`config.mk`:
```
export PLATFORM = sky130hd
export DESIGN_NAME = sram_wb_responder
export DESIGN_NICKNAME = d
export VERILOG_FILES = /design/src/rtl/sram_wb_responder.sv
export SDC_FILE = /design/constraint.sdc
export NUM_CORES = 1
export LEC_CHECK = 0
export ABC_CLOCK_PERIOD_IN_PS = 5700
export CAP_MARGIN = 20
export CORE_UTILIZATION = 30
export CTS_CLUSTER_DIAMETER = 30
export CTS_CLUSTER_SIZE = 24
export DETAILED_ROUTE_END_ITERATION = 10
export MAX_ROUTING_LAYER = met4
export SETUP_SLACK_MARGIN = 0.4
export SLEW_MARGIN = 20
export SYNTH_ARGS = -nofsm -noshare
export SYNTH_HDL_FRONTEND = slang
export SYNTH_SLANG_ARGS = --single-unit
```
`constraint.sdc`:
```
create_clock -name clk_i -period 5.7 [get_ports clk_i]
set_input_delay 1.14 -clock clk_i [delete_from_list [all_inputs] [get_ports clk_i]]
set_output_delay 1.14 -clock clk_i [all_outputs]
set_load 0.01 [all_outputs]
```
`src/rtl/sram_wb_responder.sv`:
```
// Wishbone classic responder driving an async 32-bit SRAM with fixed-timing read/write cycles.
// Optional macro SRAM_WB_RESPONDER_WAIT_EN inserts one wait state per read (RDW) and write (WRW).
module sram_wb_responder #(
  parameter int DATA_WIDTH      = 32,
  parameter int ADDR_WIDTH      = 32,
  parameter int SRAM_ADDR_WIDTH = 20,
  parameter int SRAM_DATA_WIDTH = 32
) (
  input  logic                         clk_i,
  input  logic                         rst_i,
  input  logic                         wb_cyc_i,
  input  logic                         wb_stb_i,
  output logic                         wb_ack_o,
  input  logic [ADDR_WIDTH-1:0]        wb_adr_i,
  input  logic [DATA_WIDTH-1:0]        wb_dat_i,
  output logic [DATA_WIDTH-1:0]        wb_dat_o,
  input  logic [DATA_WIDTH/8-1:0]      wb_sel_i,
  input  logic                         wb_we_i,
  output logic [SRAM_ADDR_WIDTH-1:0]   sram_addr,
  input  logic [SRAM_DATA_WIDTH-1:0]   sram_data_i,
  output logic [SRAM_DATA_WIDTH-1:0]   sram_data_o,
  output logic                         sram_data_oe,
  output logic                         sram_ce_n,
  output logic                         sram_oe_n,
  output logic                         sram_we_n,
  output logic [SRAM_DATA_WIDTH/8-1:0] sram_be_n
);

  typedef enum logic [3:0] {
    S_IDLE, S_RD1, S_RDW, S_RD2, S_WR1, S_WR2, S_WRW, S_WR3, S_DONE
  } state_t;

  localparam int BE_W = SRAM_DATA_WIDTH / 8;

  state_t                       r_state, w_state_nxt;
  logic                         r_ack, w_ack_nxt;
  logic [DATA_WIDTH-1:0]        r_dat_o, w_dat_o_nxt;
  logic [SRAM_ADDR_WIDTH-1:0]   r_addr, w_addr_nxt;
  logic [SRAM_DATA_WIDTH-1:0]   r_data_o, w_data_o_nxt;
  logic                         r_data_oe, w_data_oe_nxt;
  logic                         r_ce_n, w_ce_n_nxt;
  logic                         r_oe_n, w_oe_n_nxt;
  logic                         r_we_n, w_we_n_nxt;
  logic [BE_W-1:0]              r_be_n, w_be_n_nxt;

  // Byte offset and alias bits above the SRAM window are deliberately dropped.
  logic w_unused_adr;
  assign w_unused_adr = ^{wb_adr_i[ADDR_WIDTH-1:SRAM_ADDR_WIDTH+2], wb_adr_i[1:0]};

  always_ff @(posedge clk_i or posedge rst_i) begin
    if (rst_i) begin
      r_state   <= S_IDLE;
      r_ack     <= 1'b0;
      r_dat_o   <= '0;
      r_addr    <= '0;
      r_data_o  <= '0;
      r_data_oe <= 1'b0;
      r_ce_n    <= 1'b1;
      r_oe_n    <= 1'b1;
      r_we_n    <= 1'b1;
      r_be_n    <= '1;
    end else begin
      r_state   <= w_state_nxt;
      r_ack     <= w_ack_nxt;
      r_dat_o   <= w_dat_o_nxt;
      r_addr    <= w_addr_nxt;
      r_data_o  <= w_data_o_nxt;
      r_data_oe <= w_data_oe_nxt;
      r_ce_n    <= w_ce_n_nxt;
      r_oe_n    <= w_oe_n_nxt;
      r_we_n    <= w_we_n_nxt;
      r_be_n    <= w_be_n_nxt;
    end
  end

  always_comb begin
    w_state_nxt   = r_state;
    w_ack_nxt     = 1'b0;
    w_dat_o_nxt   = r_dat_o;
    w_addr_nxt    = r_addr;
    w_data_o_nxt  = r_data_o;
    w_data_oe_nxt = r_data_oe;
    w_ce_n_nxt    = r_ce_n;
    w_oe_n_nxt    = r_oe_n;
    w_we_n_nxt    = r_we_n;
    w_be_n_nxt    = r_be_n;
    unique case (r_state)
      S_IDLE: begin
        // Refusing while ack is high keeps a stale strobe from starting a second cycle.
        if (wb_cyc_i && wb_stb_i && !r_ack) begin
          w_addr_nxt = wb_adr_i[SRAM_ADDR_WIDTH+1:2];
          w_be_n_nxt = ~wb_sel_i;
          w_ce_n_nxt = 1'b0;
          if (wb_we_i) begin
            w_data_o_nxt  = wb_dat_i;
            w_data_oe_nxt = 1'b1;
            w_state_nxt   = S_WR1;
          end else begin
            w_oe_n_nxt  = 1'b0;
            w_state_nxt = S_RD1;
          end
        end
      end
`ifdef SRAM_WB_RESPONDER_WAIT_EN
      S_RD1: w_state_nxt = S_RDW;
`else
      S_RD1: w_state_nxt = S_RD2;
`endif
      S_RDW: w_state_nxt = S_RD2;
      S_RD2: begin
        w_dat_o_nxt = sram_data_i;
        w_ce_n_nxt  = 1'b1;
        w_oe_n_nxt  = 1'b1;
        w_be_n_nxt  = '1;
        w_state_nxt = S_DONE;
      end
      S_WR1: begin
        w_we_n_nxt  = 1'b0;
        w_state_nxt = S_WR2;
      end
`ifdef SRAM_WB_RESPONDER_WAIT_EN
      S_WR2: w_state_nxt = S_WRW;
`else
      S_WR2: w_state_nxt = S_WR3;
`endif
      S_WRW: w_state_nxt = S_WR3;
      S_WR3: begin
        w_we_n_nxt  = 1'b1;
        w_state_nxt = S_DONE;
      end
      S_DONE: begin
        w_ce_n_nxt    = 1'b1;
        w_be_n_nxt    = '1;
        w_data_oe_nxt = 1'b0;
        w_ack_nxt     = wb_cyc_i && wb_stb_i;
        w_state_nxt   = S_IDLE;
      end
      default: w_state_nxt = S_IDLE;
    endcase
  end

  assign wb_ack_o     = r_ack;
  assign wb_dat_o     = r_dat_o;
  assign sram_addr    = r_addr;
  assign sram_data_o  = r_data_o;
  assign sram_data_oe = r_data_oe;
  assign sram_ce_n    = r_ce_n;
  assign sram_oe_n    = r_oe_n;
  assign sram_we_n    = r_we_n;
  assign sram_be_n    = r_be_n;

endmodule

```
## Word-level counts from Yosys, hierarchy flattened

Cells that the tools add are included.

| storage, ports and cells | value |
|---|---|
| register bits | 97 |
| output and inout port bits | 93 |
| logic and storage cells | 54 |

| operators by class | value |
|---|---|
| equality and inequality tests | 11 |
| muxes and demuxes | 15 |
| bitwise operators | 1 |
| reduce and logical (&&, ||, !) cells | 17 |

Operator list:

| kind | number |
|---|---|
| 4-bit case mux with 5 select lines | 1 |
| 4-bit by 3-bit equality test with 1-bit output, second input constant | 4 |
| 3-bit AND reduction | 3 |
| 4-bit by 2-bit equality test with 1-bit output, second input constant | 2 |
| 4-bit 2-to-1 mux | 2 |
| 1-bit case mux with 2 select lines | 4 |
| 4-bit case mux with 2 select lines | 1 |
| 2-bit nonzero test | 4 |
| 2-bit OR reduction | 4 |
| 1-bit 2-to-1 mux | 6 |
| 2-bit inequality test, second input constant | 3 |
| 4-bit by 1-bit equality test with 1-bit output, second input constant | 1 |
| 4-bit equality test, second input constant | 1 |
| 4-bit logical NOT | 1 |
| 4-bit NOT | 1 |
| 2-bit AND reduction | 2 |
| 3-bit 2-to-1 mux | 1 |
| 1-bit logical AND | 2 |
| 1-bit logical NOT | 1 |

## Logic depth before layout (Yosys ltp)

Gate-level depths: netlist (run 1).

| depth | value |
|---|---|
| depth after elaboration | 4 |
| gate-level depth with buffers | 5 |

## Worst setup path before layout (run 1)

Ideal clock, no wire load.

| path | value |
|---|---|
| path kind | input to register |
| start point | input port wb_stb_i |
| end point | register r_data_o[0] (netlist: sram_data_o[0]) |
| setup time | 125 ps |
| arrival | 2023 ps |
| path slack | 3552 ps |
| stages on the path | 4 |
| path buffers | 1 |
| cell sequence | and3b_1 -> nand4_4 -> buf_6 -> mux2_4 |

| between the ends | value |
|---|---|
| cells in the longest elaborated chain, start to end | 3 |

Ends and longest elaborated chain:

| what | RTL line | RTL |
|---|---|---|
| start: declaration | 12 | `input logic wb_stb_i,` |
| 1-bit logical AND (2 in series) | 90 | `if (wb_cyc_i && wb_stb_i && !r_ack) begin` |
| 3-bit AND reduction (no source line) | -- |  |
| end signal: assignment | 67 | `r_data_o <= w_data_o_nxt;` |
| end: declaration | 39 | `logic [SRAM_DATA_WIDTH-1:0] r_data_o, w_data_o_nxt;` |

No other way between the ends.
A chain may end at the register's enable or synchronous reset.

## Worst setup path in the final report (run 1)

| path | value |
|---|---|
| start point | input port wb_stb_i |
| end point | register r_data_o[26] (netlist: sram_data_o[26]) |

The elaborated chain is that of the path after synthesis.

==> results.yml, run 1 <==
critical_path:
  worst-path-stages: 4
  rr_worst_depth: 3
  slowest_stage: "nand4_4"
  cp.buffers_inverters: 1
  crit_type: "in -> reg"
  crit_required_ns: 5.92
  path_max_fanout: 32
  critPathTopFamily: "simple AND/OR/NAND/NOR gates"
  cp-end-kind: "flop"
  slowest_delay_ns: 0.66
  start_kind: "input pin"
  worstPathCellList: "clkdlybuf4s50_1 > and3b_1 > nand4_4 > mux2_4"
  critPathArrivalTime_ns: 3.18
floorplan:
  initial_core_util: 0.312
  die_y_um: 117
  io-pin-count: 198
  rows: 41
  die_w_um: 117
  core_um2: 12800
  die-area_um2: 13800
logic_synthesis:
  synth_ff_type: "dfrtp_1"
  synthXorXnorAreaFrac: 0.00219
  synth_top_area_frac: 0.564
  synth_compound_area_frac: 0.0282
  synth_area_leaders: "dfrtp_1, mux2_4, mux2_2"
  synth_area_um2: 3990
  avgSynthCellArea_um2: 16.9
  synthDistinctLibCells: 28
  synthSimpleGateAreaFrac: 0.0398
  synth_top_family_by_area: "multiplexers"
  ys_async_sr_fraction: 1.00
  synthAdderAreaFrac: 0
  synthMuxAreaShare: 0.284
  ys_ff_latch: 97
  yosysTopAreaCell: "dfrtp_1"
  netlist_instances: 236
  yosysSeqAreaShare: 0.610
  synth_edf_count: 0
  synth_nets: 341
  ys_warn_count: 0
cells_and_area:
  final_nets: 527
  drive_gt1_frac: 0.272
  fillers: 1129
  final_area_um2: 6300
  n_antenna_cell: 0
  utilization: 0.494
  area_growth_pct: 58.0
sta:
  worst_slew_pin_slew_ns: 0.830
  hold_violations: 0
  fin_tns_setup_ns: 0
  setup_slack_ns: 2.75
  min_period_ns: 2.95
  setup_viol: 0
  max_freq_mhz: 339
  fin_skew_ns: 0.00826
  relSlewSlack: 0.447
  rsz0062_at_grt: "no"
  final_max_slew_viol_count: 0
  hold_ws_ns: 0.506
  layout_worst_path_cycle_share: 0.518
clock_tree:
  post_cts_buffers: 0
  cts_tree: "yes"
  clock_sinks: 97
  clockBufferDepth: 2
  ctsHoldBuffers: 0
  cts_repair_resize_count: 0
  clkTransAtPathRegs_ns: 0.06
  clk_latency_ns: 0.34
  htreeDepth: 3
  cts_inserted_buffers: 9
  ctsRootBufferMaster: "clkbuf_16"
pwr:
  peakVddDrop_mv: 0.340
  power_switching_mw: 1.02
  power.leakage_nw: 2.73
  p_comb_frac: 0.456
  p_seq_frac: 0.361
  internal-power_mw: 2.52
  swShare: 0.289
  p_clk_frac: 0.183
  power_density_nw_per_um2: 561
job:
  cap_violations: 0
global_routing:
  grt_start_max_net_pins: 68
  grt_pass1_wl_um: 15200
  antenna_found_initial: 0
  overflow: 0
  grt_usage: 0.147
  grt_pass1_vias: 2869
detailed_routing:
  vias_per_cell: 4.40
  ant_nets: 0
  wirelength_um: 9310
  drc: 0
  route.vias.total: 2633
  first_iter_violations: 74
  routedWlPerCell_um: 15.5
  drtPass1Iterations: 4
placement:
  detailed_place.area_um2: 5980
  place_congestion: 0.705
  io_buffers: 185
  pre_cts_ws_ns: 2.36
  dp_hpwl_um: 6610
status:
  status: "complete, no violations"
worst_hold_path:
  whs_path_depth: 1
  hp-class: "reg -> reg"
-- metal layers --
metal / global-route usage / vias to the layer above / routed length (µm)
met4: 0.0536 / 0 / 135
met2: 0.225 / 108 / 4400
met5: - / - / 0
met3: 0.0574 / 10 / 759
met1: 0.176 / 1302 / 4020
li1: - / 1213 / -
-- state kept, by name (all words and copies together), names as in the netlist --
name and count:
sram_data_o 32, wb_dat_o 32, sram_addr 20, r_state 4, sram_be_n 4, sram_ce_n 1
sram_data_oe 1, sram_oe_n 1, sram_we_n 1, wb_ack_o 1
-- logic make-up (layout without fill, tap and decap cells) --
kind of cell | after synthesis | count (layout)
AO/OA/AOI/OAI | 15 | 15
XOR/XNOR | 1 | 1
buffers and inverters | 20 | 211
flip-flops | 97 | 97
multiplexers | 84 | 84
AND/OR/NAND/NOR | 19 | 19
-- power by group through the flow --
stage / combinational [mW] / clock [mW] / sequential [mW]
3_5_place_dp: 1.63 / 0 / 1.28
2_1_floorplan: 0.694 / 0 / 1.39
4_1_cts: 1.64 / 0.676 / 1.28
5_1_grt: 1.72 / 0.705 / 1.33
3_3_place_gp: 1.62 / 0 / 1.27
6_report: 1.61 / 0.649 / 1.28
-- Yosys cell counts (2+ instances only) --
cell type	count
nand2_1	2
buf_2	2
nor2_1	4
mux2_4	50
o32a_1	5
and3_1	2
nand3b_1	2
a31oi_1	3
nor3_4	2
dfstp_2	7
o21ai_0	2
buf_4	3
inv_1	7
dfrtp_1	90
a21oi_1	2
buf_6	7
o31ai_1	2
mux2_2	34
-- through the flow --
| step | power (mW) | cells |
|---|---|---|
| after floorplan | 2.08 | 236 |
| after global placement | 2.89 | 583 |
| after detailed placement | 2.92 | 583 |
| after CTS | 3.60 | 599 |
| after global routing | 3.75 | 599 |
| final | 3.54 | 599 |
-- cell type report --
class | instances | area (µm²) | share of cell area
clock buffer | 11 | 243 | 0.0385
timing repair buffer | 188 | 1870 | 0.297
sequential | 97 | 2440 | 0.386
tap | 172 | 215 | 0.0341
inverter | 7 | 28.8 | 0.00456
multi-input combinational | 119 | 1430 | 0.227
clock inverter | 5 | 78.8 | 0.0125
-- worst register-to-register path, stage by stage (launching register included) --
cell and delay (ns):
dfrtp_1 0.51, nor3_4 0.35, nand4_4 0.66, mux2_4 0.57
-- placed cells by master, fill, tap and decap left out, types with 3 or more instances in the layout --
cell type / count
clkdlybuf4s50_1: 185
dfstp_2: 7
buf_4: 3
mux2_2: 34
inv_1: 6
nor2_1: 4
o32a_1: 5
dfrtp_1: 90
mux2_4: 50
clkbuf_16: 9
a31oi_1: 3
-- worst paths after layout --
kind / from / to / slack, ns
hold reg to reg: sram_data_o[31] / sram_data_o[31] / 0.51
setup / recovery: wb_stb_i / sram_data_o[26] / 2.75
hold / removal: sram_data_o[31] / sram_data_o[31] / 0.51
min in group asynchronous: rst_i / sram_addr[16] / 1.30
max in group asynchronous: rst_i / sram_addr[1] / 3.44
setup reg to reg: r_state[0] / sram_data_o[26] / 3.49
Power figures use the tool's default switching activity.
==> run 2: changes to the inputs <==
--- a/config.mk
+++ b/config.mk
@@ -5,13 +5,14 @@
 export SDC_FILE = /design/constraint.sdc
 export NUM_CORES = 1
 export LEC_CHECK = 0
-export ABC_CLOCK_PERIOD_IN_PS = 5700
+export ABC_CLOCK_PERIOD_IN_PS = 2500
 export CAP_MARGIN = 20
 export CORE_UTILIZATION = 30
 export CTS_CLUSTER_DIAMETER = 30
 export CTS_CLUSTER_SIZE = 24
 export DETAILED_ROUTE_END_ITERATION = 10
 export MAX_ROUTING_LAYER = met4
+export PLACE_DENSITY = 0.65
 export SETUP_SLACK_MARGIN = 0.4
 export SLEW_MARGIN = 20
 export SYNTH_ARGS = -nofsm -noshare
==> constraint.sdc (replaced) <==
create_clock -name clk_i -period 2.5 [get_ports clk_i]
set_input_delay 0.5 -clock clk_i [delete_from_list [all_inputs] [get_ports clk_i]]
set_output_delay 0.5 -clock clk_i [all_outputs]
set_load 0.01 [all_outputs]
==> results.yml, run 2 (synthesis results as in run 1) <==
status:
  status: "complete, no violations"
global_routing:
  grt_start_max_net_pins: 35
  grt_usage: 0.143
  grt_pass1_wl_um: 14900
  grt_pass1_vias: 2807
  antenna_found_initial: 0
  overflow: 0
clock_tree:
  ctsRootBufferMaster: "clkbuf_16"
  cts_inserted_buffers: 9
  clk_latency_ns: 0.34
  cts_tree: "yes"
  cts_repair_resize_count: 0
  clkTransAtPathRegs_ns: 0.07
  clockBufferDepth: 2
  post_cts_buffers: 0
  ctsHoldBuffers: 0
  htreeDepth: 3
  clock_sinks: 97
sta:
  setup_slack_ns: 0.532
  worst_slew_pin_slew_ns: 0.582
  layout_worst_path_cycle_share: 0.787
  min_period_ns: 1.97
  max_freq_mhz: 508
  setup_viol: 0
  fin_skew_ns: 0.00811
  fin_tns_setup_ns: 0
  hold_violations: 0
  relSlewSlack: 0.607
  rsz0062_at_grt: "no"
  final_max_slew_viol_count: 0
floorplan:
  die-area_um2: 13800
  core_um2: 12800
  initial_core_util: 0.312
  die_y_um: 117
  io-pin-count: 198
  die_w_um: 117
  rows: 41
worst_hold_path:
  hp-class: "reg -> reg"
  min_from: "wb_dat_o[20]"
detailed_routing:
  wirelength_um: 9080
  first_iter_violations: 82
  drtPass1Iterations: 4
  drc: 0
  route.vias.total: 2620
  ant_nets: 0
  vias_per_cell: 4.35
  routedWlPerCell_um: 15.1
placement:
  place_congestion: 0.770
  io_buffers: 185
  pre_cts_ws_ns: 0.380
  dp_hpwl_um: 6670
cells_and_area:
  final_nets: 530
  most-common-layout-cells: "clkdlybuf4s50_1, dfrtp_1, mux2_4, mux2_2, clkbuf_16"
  area_growth_pct: 59.5
  drive_gt1_frac: 0.274
  layout.cells.most_common: "clkdlybuf4s50_1"
  n_antenna_cell: 0
critical_path:
  critPathArrivalTime_ns: 1.47
  crit_required_ns: 2.00
  cp.buffers_inverters: 1
  start_kind: "flop"
  cp-end-kind: "primary output"
  slowest_delay_ns: 0.58
  crit_type: "reg -> out"
  path_max_fanout: 3
  slowest_stage: "clkdlybuf4s50_1"
  worstPathCellList: "clkdlybuf4s50_1"
  critPathTopFamily: "buffers and inverters"
  crit_start: "sram_ce_n"
  r2r_start: "r_state[0]"
job:
  cap_violations: 0
pwr:
  peakVddDrop_mv: 0.551
  power.leakage_nw: 2.75
  power_density_nw_per_um2: 1260
## run 2: worst paths after layout
check                      slack (ns)           end  cells past startpoint
max in group asynchronous        1.36     sram_we_n                      3
min reg2reg                      0.51  wb_dat_o[20]                      1
min                              0.51  wb_dat_o[20]                      1
min in group asynchronous        0.56  sram_addr[9]                      2
max reg2reg                      0.66  wb_dat_o[14]                      3
max                              0.53     sram_ce_n                      1
## run 2: cell type report
type                    instances  area, µm²
inverters                       7       30.0
clock buffers                  13        260
well taps                     172        215
multi-input cells             119       1430
repair buffers                191       1950
fillers                      1090       6410
flip-flops and latches         97       2440
clock inverters                 3       47.5
## run 2: report_power, final
part | internal, mW | total (mW) | switching (mW)
Clock | 0.836 | 1.40 | 0.567
Sequential | 2.39 | 2.91 | 0.518
Combinational | 2.46 | 3.69 | 1.24
## run 2: metrics by stage
stage	util	power, mW	instance area [µm²]	hold WS, ns	std cells
5_1_grt	0.498	8.48	6360	0.520	602
3_5_place_dp	0.474	6.67	6060	0.493	586
3_3_place_gp	0.474	6.59	6060	0.490	586
6_report	0.498	8.00	6360	0.507	602
4_1_cts	0.498	8.14	6360	0.510	602
2_1_floorplan	-	4.75	4000	0.510	236
## run 2: routing by layer
| layer | wire (µm) | GRT usage |
|---|---|---|
| met5 | 0 | - |
| met4 | 112 | 0.0422 |
| met3 | 595 | 0.0564 |
| met2 | 4450 | 0.228 |
| met1 | 3920 | 0.167 |
==> run 3: changes to the inputs <==
--- a/config.mk
+++ b/config.mk
@@ -5,14 +5,13 @@
 export SDC_FILE = /design/constraint.sdc
 export NUM_CORES = 1
 export LEC_CHECK = 0
-export ABC_CLOCK_PERIOD_IN_PS = 2500
+export ABC_CLOCK_PERIOD_IN_PS = 1900
 export CAP_MARGIN = 20
 export CORE_UTILIZATION = 30
 export CTS_CLUSTER_DIAMETER = 30
 export CTS_CLUSTER_SIZE = 24
 export DETAILED_ROUTE_END_ITERATION = 10
 export MAX_ROUTING_LAYER = met4
-export PLACE_DENSITY = 0.65
 export SETUP_SLACK_MARGIN = 0.4
 export SLEW_MARGIN = 20
 export SYNTH_ARGS = -nofsm -noshare
==> constraint.sdc (replaced) <==
create_clock -name clk_i -period 1.9 [get_ports clk_i]
set_input_delay 0.38 -clock clk_i [delete_from_list [all_inputs] [get_ports clk_i]]
set_output_delay 0.38 -clock clk_i [all_outputs]
set_load 0.01 [all_outputs]
==> results.yml, run 3 (synthesis results as in run 1) <==
sta:
  rsz0062_at_grt: "yes"
  relSlewSlack: 0.792
  fin_skew_ns: 0.00638
  max_freq_mhz: 590
  worst_slew_pin_slew_ns: 0.312
  setup_slack_ns: 0.206
  hold_ws_ns: 0.474
  layout_worst_path_cycle_share: 0.891
  final_max_slew_viol_count: 0
  setup_viol: 0
  hold_violations: 0
  min_period_ns: 1.69
floorplan:
  core_um2: 12800
  initial_core_util: 0.312
  die-area_um2: 13800
  rows: 41
  die_w_um: 117
  die_y_um: 117
  io-pin-count: 198
worst_hold_path:
  hp-class: "in -> async"
global_routing:
  overflow: 0
  antenna_found_initial: 0
  grt_pass1_vias: 3159
  grt_usage: 0.159
  grt_pass1_wl_um: 16600
  grt_start_max_net_pins: 58
pwr:
  power.leakage_nw: 3.22
  power_switching_mw: 3.28
  internal-power_mw: 7.39
  peakVddDrop_mv: 0.635
  power.total_mw: 10.7
  p_seq_frac: 0.348
  power_density_nw_per_um2: 1570
  swShare: 0.308
  p_comb_frac: 0.495
  p_clk_frac: 0.157
job:
  cap_violations: 0
detailed_routing:
  drtPass1Iterations: 4
  route.vias.total: 2789
  drt-met1-wl_um: 4270
  vias_per_cell: 4.39
  wl_met2_um: 5060
  ant_nets: 0
  wirelength_um: 9990
  first_iter_violations: 134
  top_layer: "met4"
  routedWlPerCell_um: 15.7
  drc: 0
  routed-wl-met3_um: 612
cells_and_area:
  utilization: 0.532
  stdcell_count: 636
  n_antenna_cell: 0
  final_nets: 564
  area_growth_pct: 70.3
  most-common-layout-cells: "clkdlybuf4s50_1, dfrtp_1, dlygate4sd2_1, mux2_4, buf_4"
  layout.cells.most_common: "clkdlybuf4s50_1"
  drive_gt1_frac: 0.358
critical_path:
  critPathArrivalTime_ns: 1.92
  crit_type: "reg -> reg"
  crit_required_ns: 2.12
  path_max_fanout: 5
  cp-end-kind: "flop"
  start_kind: "flop"
placement:
  place_inst: 595
  dp_hpwl_um: 6570
  pre_cts_ws_ns: -0.0778
  io_buffers: 185
  place_congestion: 0.766
clock_tree:
  clkTransAtPathRegs_ns: 0.06
  htreeDepth: 3
  clk_latency_ns: 0.34
  cts_inserted_buffers: 9
  cts_tree: "yes"
  clockBufferDepth: 2
  clock_sinks: 97
  ctsRootBufferMaster: "clkbuf_16"
status:
  status: "complete, no violations"
-- run 3: cell count changes in the layout (fill, tap and decap cells not counted), moves of 2 or more --
cell	previous run	this run
buf_12	4	7
buf_16	0	6
buf_2	0	6
buf_4	2	14
buf_6	0	8
buf_8	0	4
clkdlybuf4s50_1	185	92
clkinvlp_4	1	3
dfrtp_1	90	87
dfrtp_2	0	3
dlygate4sd2_1	0	86
mux2_2	34	12
mux2_4	50	72
-- run 3: worst max-delay path: stages, from the launching register on --
cell	delay, ns
dfrtp_2	0.43
or3_4	0.39
nor3_4	0.16
buf_6	0.17
buf_16	0.13
mux2_4	0.29
-- run 3: worst paths after layout --
kind,start,end,slack (ns),cells after the start
worst max-delay path,r_state[1],sram_addr[15],0.21,5
worst max register to register,r_state[1],sram_addr[15],0.21,5
worst min register to register,wb_dat_o[5],wb_dat_o[5],0.50,1
worst min-delay path,rst_i,sram_data_o[23],0.47,3
max in group asynchronous,rst_i,sram_be_n[0],1.09,3
min in group clk_i,wb_dat_o[5],wb_dat_o[5],0.50,1
-- run 3: final cells by class --
| cell class | count | area (µm²) |
|---|---|---|
| clock buffers | 12 | 246 |
| clock inverters | 4 | 28.8 |
| fillers | 1112 | 5980 |
| inverters | 7 | 30.0 |
| multi-input cells | 119 | 1540 |
| flip-flops and latches | 97 | 2440 |
| well taps | 172 | 215 |
| repair buffers | 225 | 2290 |
-- run 3: power groups by stage --
stage | Sequential, mW | Combinational [mW] | Clock [mW]
6_report | 3.72 | 5.28 | 1.68
5_1_grt | 3.87 | 5.62 | 1.86
4_1_cts | 3.73 | 5.19 | 1.76
2_1_floorplan | 4.18 | 2.34 | 0
3_3_place_gp | 3.78 | 5.23 | 0
3_5_place_dp | 3.80 | 5.28 | 0
-- run 3: timing repair --
| action | CTS | global route |
|---|---|---|
| pin swaps | 5 | 3 |
| resized for setup | 137 | 11 |
| hold buffers | 0 | 0 |
| endpoints found under the setup margin | 181 | 93 |
| cloned | 7 | 1 |
| buffers inserted | 15 | 2 |
-- run 3: layer usage --
metal,vias up,global-route usage
met1,1382,0.191
met2,112,0.254
li1,1289,-
met5,-,-
met3,6,0.0545
met4,0,0.0414
-- run 3: stage by stage --
step           setup TNS (ns)  cell area, µm²
2_1_floorplan               0            4090
3_5_place_dp            -1.85            6210
6_report                    0            6800
3_3_place_gp            -1.44            6210
5_1_grt                     0            6800
4_1_cts                     0            6720
